$ cat config.mk
export PLATFORM = sky130hd
export DESIGN_NAME = boot_writer
export DESIGN_NICKNAME = d
export VERILOG_FILES = /design/src/rtl/boot_writer_pkg.sv /design/src/rtl/boot_writer_image.sv /design/src/rtl/boot_writer.sv
export SDC_FILE = /design/constraint.sdc
export NUM_CORES = 1
export LEC_CHECK = 0
export ABC_AREA = 1
export CAP_MARGIN = 20
export CORE_MARGIN = 1
export CORE_UTILIZATION = 43
export DETAILED_ROUTE_END_ITERATION = 6
export PLACE_DENSITY = 0.85
export SLEW_MARGIN = 10
export SYNTH_ARGS = -nofsm -noshare
export SYNTH_HDL_FRONTEND = slang
export SYNTH_HIERARCHICAL = 1
export SYNTH_SLANG_ARGS = --single-unit
export TNS_END_PERCENT = 5
$ cat constraint.sdc
create_clock -name clk -period 1.6 [get_ports clk]
set_clock_uncertainty 0.2 [all_clocks]
set_input_delay 0.4 -clock clk [delete_from_list [all_inputs] [get_ports clk]]
set_output_delay 0.4 -clock clk [all_outputs]
set_load 0.03 [all_outputs]
$ cat src/rtl/boot_writer_pkg.sv
// Shared definitions for boot_writer: FSM states, bootstrap image words and
// default placement of the image and start address.
package boot_pkg;

  typedef enum logic [2:0] {
    ST_WRITE   = 3'd0,
    ST_VERIFY  = 3'd1,
    ST_NEXT    = 3'd2,
    ST_RELEASE = 3'd3,
    ST_DONE    = 3'd4,
    ST_ERROR   = 3'd5
  } boot_state_e;

  localparam int          BOOT_WORDS = 5;
  localparam logic [2:0]  LAST_INDEX = 3'(BOOT_WORDS - 1);

  localparam logic [11:0] IMG_W0 = 12'o7600;
  localparam logic [11:0] IMG_W1 = 12'o6603;
  localparam logic [11:0] IMG_W2 = 12'o6622;
  localparam logic [11:0] IMG_W3 = 12'o5352;
  localparam logic [11:0] IMG_W4 = 12'o5752;

  localparam logic [14:0] DEF_BASE_ADDR   = 15'o07750;
  localparam logic [11:0] DEF_START_PC    = 12'o7750;
  localparam logic [4:0]  DEF_ACK_TIMEOUT = 5'd15;

endpackage

$ cat src/rtl/boot_writer_image.sv
// Bootstrap image ROM: maps a 3-bit word index to its 12-bit image word.
module boot_image
  import boot_pkg::*;
(
  input  logic [2:0]  i_index,
  output logic [11:0] o_word
);

  // Indices past the end of the image read as zero.
  always_comb begin
    o_word = 12'o0000;
    case (i_index)
      3'd0:    o_word = IMG_W0;
      3'd1:    o_word = IMG_W1;
      3'd2:    o_word = IMG_W2;
      3'd3:    o_word = IMG_W3;
      3'd4:    o_word = IMG_W4;
      default: o_word = 12'o0000;
    endcase
  end

endmodule

$ cat src/rtl/boot_writer.sv
// Reset-time bus master that writes the bootstrap image into memory, then
// releases the CPU. Define BOOT_WRITER_VERIFY_EN to read back each word.
module boot_writer
  import boot_pkg::*;
#(
  parameter logic [14:0] BASE_ADDR   = DEF_BASE_ADDR,
  parameter logic [11:0] START_PC    = DEF_START_PC,
  parameter logic [4:0]  ACK_TIMEOUT = DEF_ACK_TIMEOUT
) (
  input  logic        clk,
  input  logic        reset,
  output logic [14:0] mem_addr,
  output logic [11:0] mem_wdata,
  output logic        mem_wr,
  output logic        mem_rd,
  input  logic [11:0] mem_rdata,
  input  logic        mem_ack,
  output logic        cpu_hold,
  output logic [11:0] start_pc,
  output logic        start_valid,
  output logic        done,
  output logic        err
);

  boot_state_e r_state;
  boot_state_e w_state_next;
  logic [2:0]  r_index;
  logic [2:0]  w_index_inc;
  logic [11:0] w_word_next;
  logic [4:0]  r_wait;
  logic [14:0] r_mem_addr;
  logic [11:0] r_mem_wdata;
  logic        r_mem_wr;
  logic        r_mem_rd;
  logic        r_cpu_hold;
  logic        r_start_valid;
  logic        r_done;
  logic        r_err;
  logic        w_req;
  logic        w_ack;
  logic        w_timeout;
  logic        w_last;

  boot_image u_image (
    .i_index (w_index_inc),
    .o_word  (w_word_next)
  );

  assign w_index_inc = r_index + 3'd1;
  assign w_last      = (r_index == LAST_INDEX);
  assign w_req       = r_mem_wr | r_mem_rd;
  // An ack only counts while a request is actually on the bus.
  assign w_ack       = w_req & mem_ack;
  assign w_timeout   = w_req & ~mem_ack & (r_wait == (ACK_TIMEOUT - 5'd1));

`ifdef BOOT_WRITER_VERIFY_EN
  logic w_verify_ok;
  assign w_verify_ok = (mem_rdata == r_mem_wdata);
`else
  logic w_unused_rdata;
  assign w_unused_rdata = ^mem_rdata;
`endif

  // Next-state logic.
  always_comb begin
    w_state_next = r_state;
    case (r_state)
      ST_WRITE: begin
        if (w_ack) begin
`ifdef BOOT_WRITER_VERIFY_EN
          w_state_next = ST_VERIFY;
`else
          w_state_next = ST_NEXT;
`endif
        end else if (w_timeout) begin
          w_state_next = ST_ERROR;
        end else begin
          w_state_next = ST_WRITE;
        end
      end
      ST_VERIFY: begin
`ifdef BOOT_WRITER_VERIFY_EN
        if (w_ack) begin
          w_state_next = w_verify_ok ? ST_NEXT : ST_ERROR;
        end else if (w_timeout) begin
          w_state_next = ST_ERROR;
        end else begin
          w_state_next = ST_VERIFY;
        end
`else
        w_state_next = ST_ERROR;
`endif
      end
      ST_NEXT:    w_state_next = w_last ? ST_RELEASE : ST_WRITE;
      ST_RELEASE: w_state_next = ST_DONE;
      ST_DONE:    w_state_next = ST_DONE;
      ST_ERROR:   w_state_next = ST_ERROR;
      default:    w_state_next = ST_ERROR;
    endcase
  end

  // State, counters and registered bus/CPU outputs derived from the next state.
  always_ff @(posedge clk) begin
    if (reset) begin
      r_state       <= ST_WRITE;
      r_index       <= 3'd0;
      r_wait        <= 5'd0;
      r_mem_addr    <= BASE_ADDR;
      r_mem_wdata   <= IMG_W0;
      r_mem_wr      <= 1'b0;
      r_mem_rd      <= 1'b0;
      r_cpu_hold    <= 1'b1;
      r_start_valid <= 1'b0;
      r_done        <= 1'b0;
      r_err         <= 1'b0;
    end else begin
      r_state       <= w_state_next;
      r_mem_wr      <= (w_state_next == ST_WRITE);
`ifdef BOOT_WRITER_VERIFY_EN
      r_mem_rd      <= (w_state_next == ST_VERIFY);
`else
      r_mem_rd      <= 1'b0;
`endif
      r_cpu_hold    <= ~((w_state_next == ST_RELEASE) | (w_state_next == ST_DONE));
      r_start_valid <= (w_state_next == ST_RELEASE);
      r_done        <= (w_state_next == ST_DONE);
      r_err         <= (w_state_next == ST_ERROR);
      // Any completed or idle cycle restarts the wait count for the next access.
      r_wait        <= (w_req & ~mem_ack) ? (r_wait + 5'd1) : 5'd0;
      if ((r_state == ST_NEXT) && !w_last) begin
        r_index     <= w_index_inc;
        r_mem_addr  <= r_mem_addr + 15'd1;
        r_mem_wdata <= w_word_next;
      end else begin
        r_index     <= r_index;
        r_mem_addr  <= r_mem_addr;
        r_mem_wdata <= r_mem_wdata;
      end
    end
  end

  assign mem_addr    = r_mem_addr;
  assign mem_wdata   = r_mem_wdata;
  assign mem_wr      = r_mem_wr;
  assign mem_rd      = r_mem_rd;
  assign cpu_hold    = r_cpu_hold;
  assign start_pc    = START_PC;
  assign start_valid = r_start_valid;
  assign done        = r_done;
  assign err         = r_err;

endmodule

After elaboration in Yosys (flattened, before gate mapping):

Index checks and enable logic that the tools add are counted.

* flip-flop bits (word level): 43
* input port bits: 15
* output and inout port bits: 45
* logic and storage cells: 44

* add/subtract/negate cells: 3
* equal/unequal tests: 12
* mux-type cells: 5
* bitwise operators: 7
* reductions and logical operators: 7

Operator list (number)
* 12-bit one-hot mux with 5 select lines: 1
* 15-bit by 1-bit adder with 15-bit output, second input constant: 1
* 3-bit by 2-bit equality test with 1-bit output, second input constant: 5
* 3-bit equality test, second input constant: 5
* 3-bit logical NOT: 3
* 3-bit one-hot mux with 3 select lines: 1
* 3-bit two-way mux: 2
* 5-bit by 1-bit adder with 5-bit output, second input constant: 1
* 5-bit by 4-bit equality test with 1-bit output, second input constant: 1
* 2-bit OR reduction: 2
* 3-bit by 1-bit adder with 3-bit output, second input constant: 1
* 1-bit AND: 3
* 3-bit by 1-bit equality test with 1-bit output, second input constant: 1
* 1-bit inverter: 3
* 2-bit two-way mux: 1
* 1-bit logical AND: 1
* 1-bit logical NOT: 1
* 1-bit OR: 1

Depth between registers and ports, before layout:

* word-level depth: 9
* mapped depth: 10
* mapped depth without buffers: 9

Hierarchy:

The synthesis kept the hierarchy.

Modules (own cells, without submodules)
* boot_writer: times used 1, cells an instance 263, area each 1969.4 µm², seq. area each 860.8 µm²
* boot_image: times used 1, cells an instance 24, area each 116.4 µm², seq. area each 0.0 µm²

Worst setup path before layout:

No wires, ideal clock.

* path kind: reg2reg
* from: reg r_mem_addr[1], in the netlist mem_addr[1]
* to: reg r_mem_addr[10], in the netlist mem_addr[10]
* setup time: 0.133 ns
* arrival: 1.344 ns
* data required time: 1.267 ns
* path slack: -0.076 ns
* cell stages (with the launch flop): 7
* buffers on the path: 0
* clock period less this slack: 1.676 ns
* cells stage by stage: dfxtp_1 > ha_1 > nand3_1 > nor2_4 > nand3_2 > a21oi_1 > o21ai_1

* word-level cells in the longest chain between the ends: 1

Ends and longest elaborated chain
* start: declaration: line boot_writer.sv:31 `logic [14:0] r_mem_addr;`
* start signal: assignment: line boot_writer.sv:132 `r_mem_addr <= r_mem_addr + 15'd1;`
* start signal: assignment: line boot_writer.sv:136 `r_mem_addr <= r_mem_addr;`
* 15-bit by 1-bit adder with 15-bit output: line boot_writer.sv:132

Every way passes these cells.
A chain may end at the register's enable or synchronous reset.

Worst setup path in the final report:

* from: reg r_index[0]
* to: reg r_mem_wdata[1], in the netlist mem_wdata[1]

* word-level cells in the longest chain between the ends: 3
* elaborated cells on any way between the ends: 10
* classes of those cells: add/sub (1); eq/ne (5); mux (1); reduce/logical (3)

Ends and longest elaborated chain
* start: declaration: line boot_writer.sv:27 `logic [2:0] r_index;`
* start signal: assignment: line boot_writer.sv:131 `r_index <= w_index_inc;`
* start signal: assignment: line boot_writer.sv:135 `r_index <= r_index;`
* 3-bit by 1-bit adder with 3-bit output *: line boot_writer.sv:49 `assign w_index_inc = r_index + 3'd1;`
* named net w_index_inc[2]: line boot_writer.sv:28 `logic [2:0] w_index_inc;`
* 3-bit equality test (tied with other cells): line boot_writer_image.sv:12 `case (i_index)`
* 12-bit one-hot mux with 5 select lines *: line boot_writer_image.sv:12
* named net w_word_next[1]: line boot_writer.sv:29 `logic [11:0] w_word_next;`
* end signal: assignment: line boot_writer.sv:133 `r_mem_wdata <= w_word_next;`
* end signal: assignment: line boot_writer.sv:137 `r_mem_wdata <= r_mem_wdata;`
* end: declaration: line boot_writer.sv:32 `logic [11:0] r_mem_wdata;`

The timed path passes the listed nets; every way through them passes the cells marked *.

==> out/summary.md <==
- overall die height: 71.6 um
- leading area contributor after synthesis: sky130_fd_sc_hd__dfxtp_1
- Worst Path Required: 1590 ps
- setup repair after global routing missed its margin: yes
- clock network latency to the later pin of the worst-skew pair: 290 ps
- CTS tree: built
- class of the tightest hold or removal check: register to register
- Max Cap Violations: 0
- global-route total usage across every layer: 16.2%
- most used cells in the layout excluding fill and tap cells: sky130_fd_sc_hd__nor2_1 (46), sky130_fd_sc_hd__nand2_1 (44), sky130_fd_sc_hd__buf_4 (42)
- Post-DP HPWL: 2.88 mm
- grt total ovfl: 0
- largest net degree at the start of global routing: 29
- Clock Sinks: 43
- CORE AREA: 4500 um^2
- number of library cell types mapped by synthesis: 28
- Die Footprint: 5130 um^2
- most common library cell in the layout ignoring fill and taps: sky130_fd_sc_hd__nor2_1
- cts hold-fix bufs: 0
- fraction of the yosys area taken by sequential cells: 41.3%
- number of buffers created by CTS: 5
- #FFs+latches synth: 43
- DR vias: 1824
- count of standard-cell rows: 24
- Crit Path Category: register to register
- number of design rule violations left after detail routing: 0
- post-synthesis instance area: 2090 um^2
- average cell area after synthesis: 7.27 um^2
- ratio of cells with drive above 1 in the final layout: 26.1%
- largest cells by area after synthesis: sky130_fd_sc_hd__dfxtp_1 (41%), sky130_fd_sc_hd__nand2_1 (8.3%), sky130_fd_sc_hd__nor2_1 (8.3%)
- worst setup slack before clock tree synthesis: -118 ps
- critical path startpoint category: register
- DR iter-0 viols: 45
- fmax: 0.620 GHz
- Initial Util: 46.3%
- remaining antenna violation count after routing: 0
- category of the worst setup path capture point: register
- clock root buffer master: sky130_fd_sc_hd__clkbuf_8
- count of final hold-check violations: 0
- Leakage: 1.21 nW
- via count of the first global-routing pass: 1627
- global-route wire length before repair: 6.59 mm
- highest ir drop seen on vdd: 0.983 mV
- share of the synthesized area in the top cell type: 41.3%
- Power per Cell Area: 1140 nW/um^2
- Die X: 71.6 um
- biggest fanout along the worst timing path: 4
- number of fill cells: 423
- number of cells produced by synthesis: 287
- Net count, final: 348
- status: finished with violations
- Area Overhead vs Synth: 24.0%
- Yosys warning count: 6
- I/O Buffers: 34
- Detailed Routing Iterations Pass 1: 4
- final routed wire length divided by cell count: 10.4 um
- initial antenna violation count: 0
- max-slew violation count: 0
- Longest Clk Path Bufs: 2
- number of primary I/O pins: 60
- vias per std cell: 4.79
- Pwr Total: 0.00294 W
- Min Clock Period, post-route: 1610 ps
- final worst-path cycle share: 101%
- total of endpoints with negative setup slack in the final report: 2
- data arrival at the endpoint of the critical path: 1610 ps
- failing checks: negative setup slack
- routability cong.: 0.807
- H-tree depth: 2
- least setup slack across all paths after layout: -11.8 ps
- worst hold margin: 273 ps
- diodes inserted: 0
- total routed wirelength: 3.97 mm
- clock transition time at the flip-flop clock pins of the worst setup and hold paths: 80 ps
critical path, cell delays in order, from the launching register on:
cell and delay [ps]:
sky130_fd_sc_hd__dfxtp_2 330, sky130_fd_sc_hd__ha_1 210, sky130_fd_sc_hd__xor2_1 160, sky130_fd_sc_hd__buf_4 160
sky130_fd_sc_hd__inv_2 50, sky130_fd_sc_hd__nand3_1 90, sky130_fd_sc_hd__nand2_1 60, sky130_fd_sc_hd__inv_1 50
sky130_fd_sc_hd__nand2_1 40, sky130_fd_sc_hd__o21ai_1 120, sky130_fd_sc_hd__nor2_1 40
cell families after synthesis:
| logic type | share of synthesized area [%] |
|---|---|
| DFF | 41.3 |
| and+or+nand+nor | 29.3 |
| adders and majority gates | 3.00 |
| xor gates and xnor gates | 1.26 |
| buffers and inverters | 15.5 |
| other | 0.540 |
| AOI/OAI and AO/OA | 9.12 |
path summary, 6_finish.rpt:
path	startpoint	endpoint	slack, ps	cells past startpoint
worst min register to register	r_wait[0]	r_wait[0]	270	1
worst min-delay path	r_wait[0]	r_wait[0]	270	1
worst max register to register	r_index[0]	mem_wdata[1]	-10	10
worst max-delay path	r_index[0]	mem_wdata[1]	-10	10
sequential cells by signal, summed over array words and instances, names as in the netlist:
| signal | count |
|---|---|
| err | 1 |
| start_valid | 1 |
| cpu_hold | 1 |
| mem_wdata | 12 |
| r_index | 3 |
| r_wait | 5 |
| done | 1 |
| mem_wr | 1 |
| mem_addr | 15 |
| r_state | 3 |
layer usage:
metal,track usage (%),wire length [um],vias up
met5,0,0,-
met4,7.84,44,0
met3,3.38,162,5
met2,27.8,1990,39
met1,19.4,1770,825
li1,-,-,955
power by group:
part,switching [W],internal (W),total [W]
sequential,0.0000553,0.00115,0.00121
clock,0.000377,0.000622,0.000999
combinational,0.000457,0.000271,0.000728
total,0.000889,0.00205,0.00294
stage by stage:
| step | setup TNS, ps | cell area, um^2 | util [%] | cells |
|---|---|---|---|---|
| after floorplan | -30.6 | 2130 | - | 298 |
| after global placement | -686 | 2380 | 52.9 | 371 |
| after detailed placement | -1270 | 2380 | 52.9 | 371 |
| after CTS | 0 | 2530 | 56.3 | 380 |
| after global routing | -768 | 2590 | 57.4 | 381 |
| final | -17.9 | 2590 | 57.4 | 381 |
cell type report:
class	instances	area, um^2	area share [%]
multi-input combinational	192	986	38.1
sequential	43	866	33.5
timing repair buffer	47	387	14.9
inverter	39	146	5.66
clock buffer	5	68.8	2.66
clock inverter	3	67.6	2.61
tap	52	65.1	2.52
timing repair:
| item | 4_1_cts | 5_1_grt |
|---|---|---|
| setup buffers | 1 | 1 |
| pin swaps | 2 | 5 |
| setup endpoints to repair | 16 | 26 |
| gates resized for setup | 5 | 14 |
synth_stat cells:
cell,count
sky130_fd_sc_hd__nand2_2,4
sky130_fd_sc_hd__nor2_1,46
sky130_fd_sc_hd__nand3b_1,2
sky130_fd_sc_hd__nor3_1,1
sky130_fd_sc_hd__a31oi_1,1
sky130_fd_sc_hd__nand3_2,3
sky130_fd_sc_hd__o21ai_1,9
sky130_fd_sc_hd__inv_1,33
sky130_fd_sc_hd__nor2_2,2
sky130_fd_sc_hd__o21ai_0,14
sky130_fd_sc_hd__nand4_1,6
sky130_fd_sc_hd__o21ai_2,1
sky130_fd_sc_hd__clkinv_1,1
sky130_fd_sc_hd__nor2_4,2
sky130_fd_sc_hd__dfxtp_1,43
sky130_fd_sc_hd__buf_6,3
sky130_fd_sc_hd__clkbuf_1,3
sky130_fd_sc_hd__a21oi_1,12
sky130_fd_sc_hd__nand3_1,20
sky130_fd_sc_hd__inv_2,5
sky130_fd_sc_hd__nand2_1,46
sky130_fd_sc_hd__xnor2_1,1
sky130_fd_sc_hd__nand3_4,1
sky130_fd_sc_hd__buf_4,17
sky130_fd_sc_hd__conb_1,3
sky130_fd_sc_hd__buf_2,1
sky130_fd_sc_hd__xor2_1,2
sky130_fd_sc_hd__ha_1,5
Note: power is estimated with default switching activity, not from simulation.
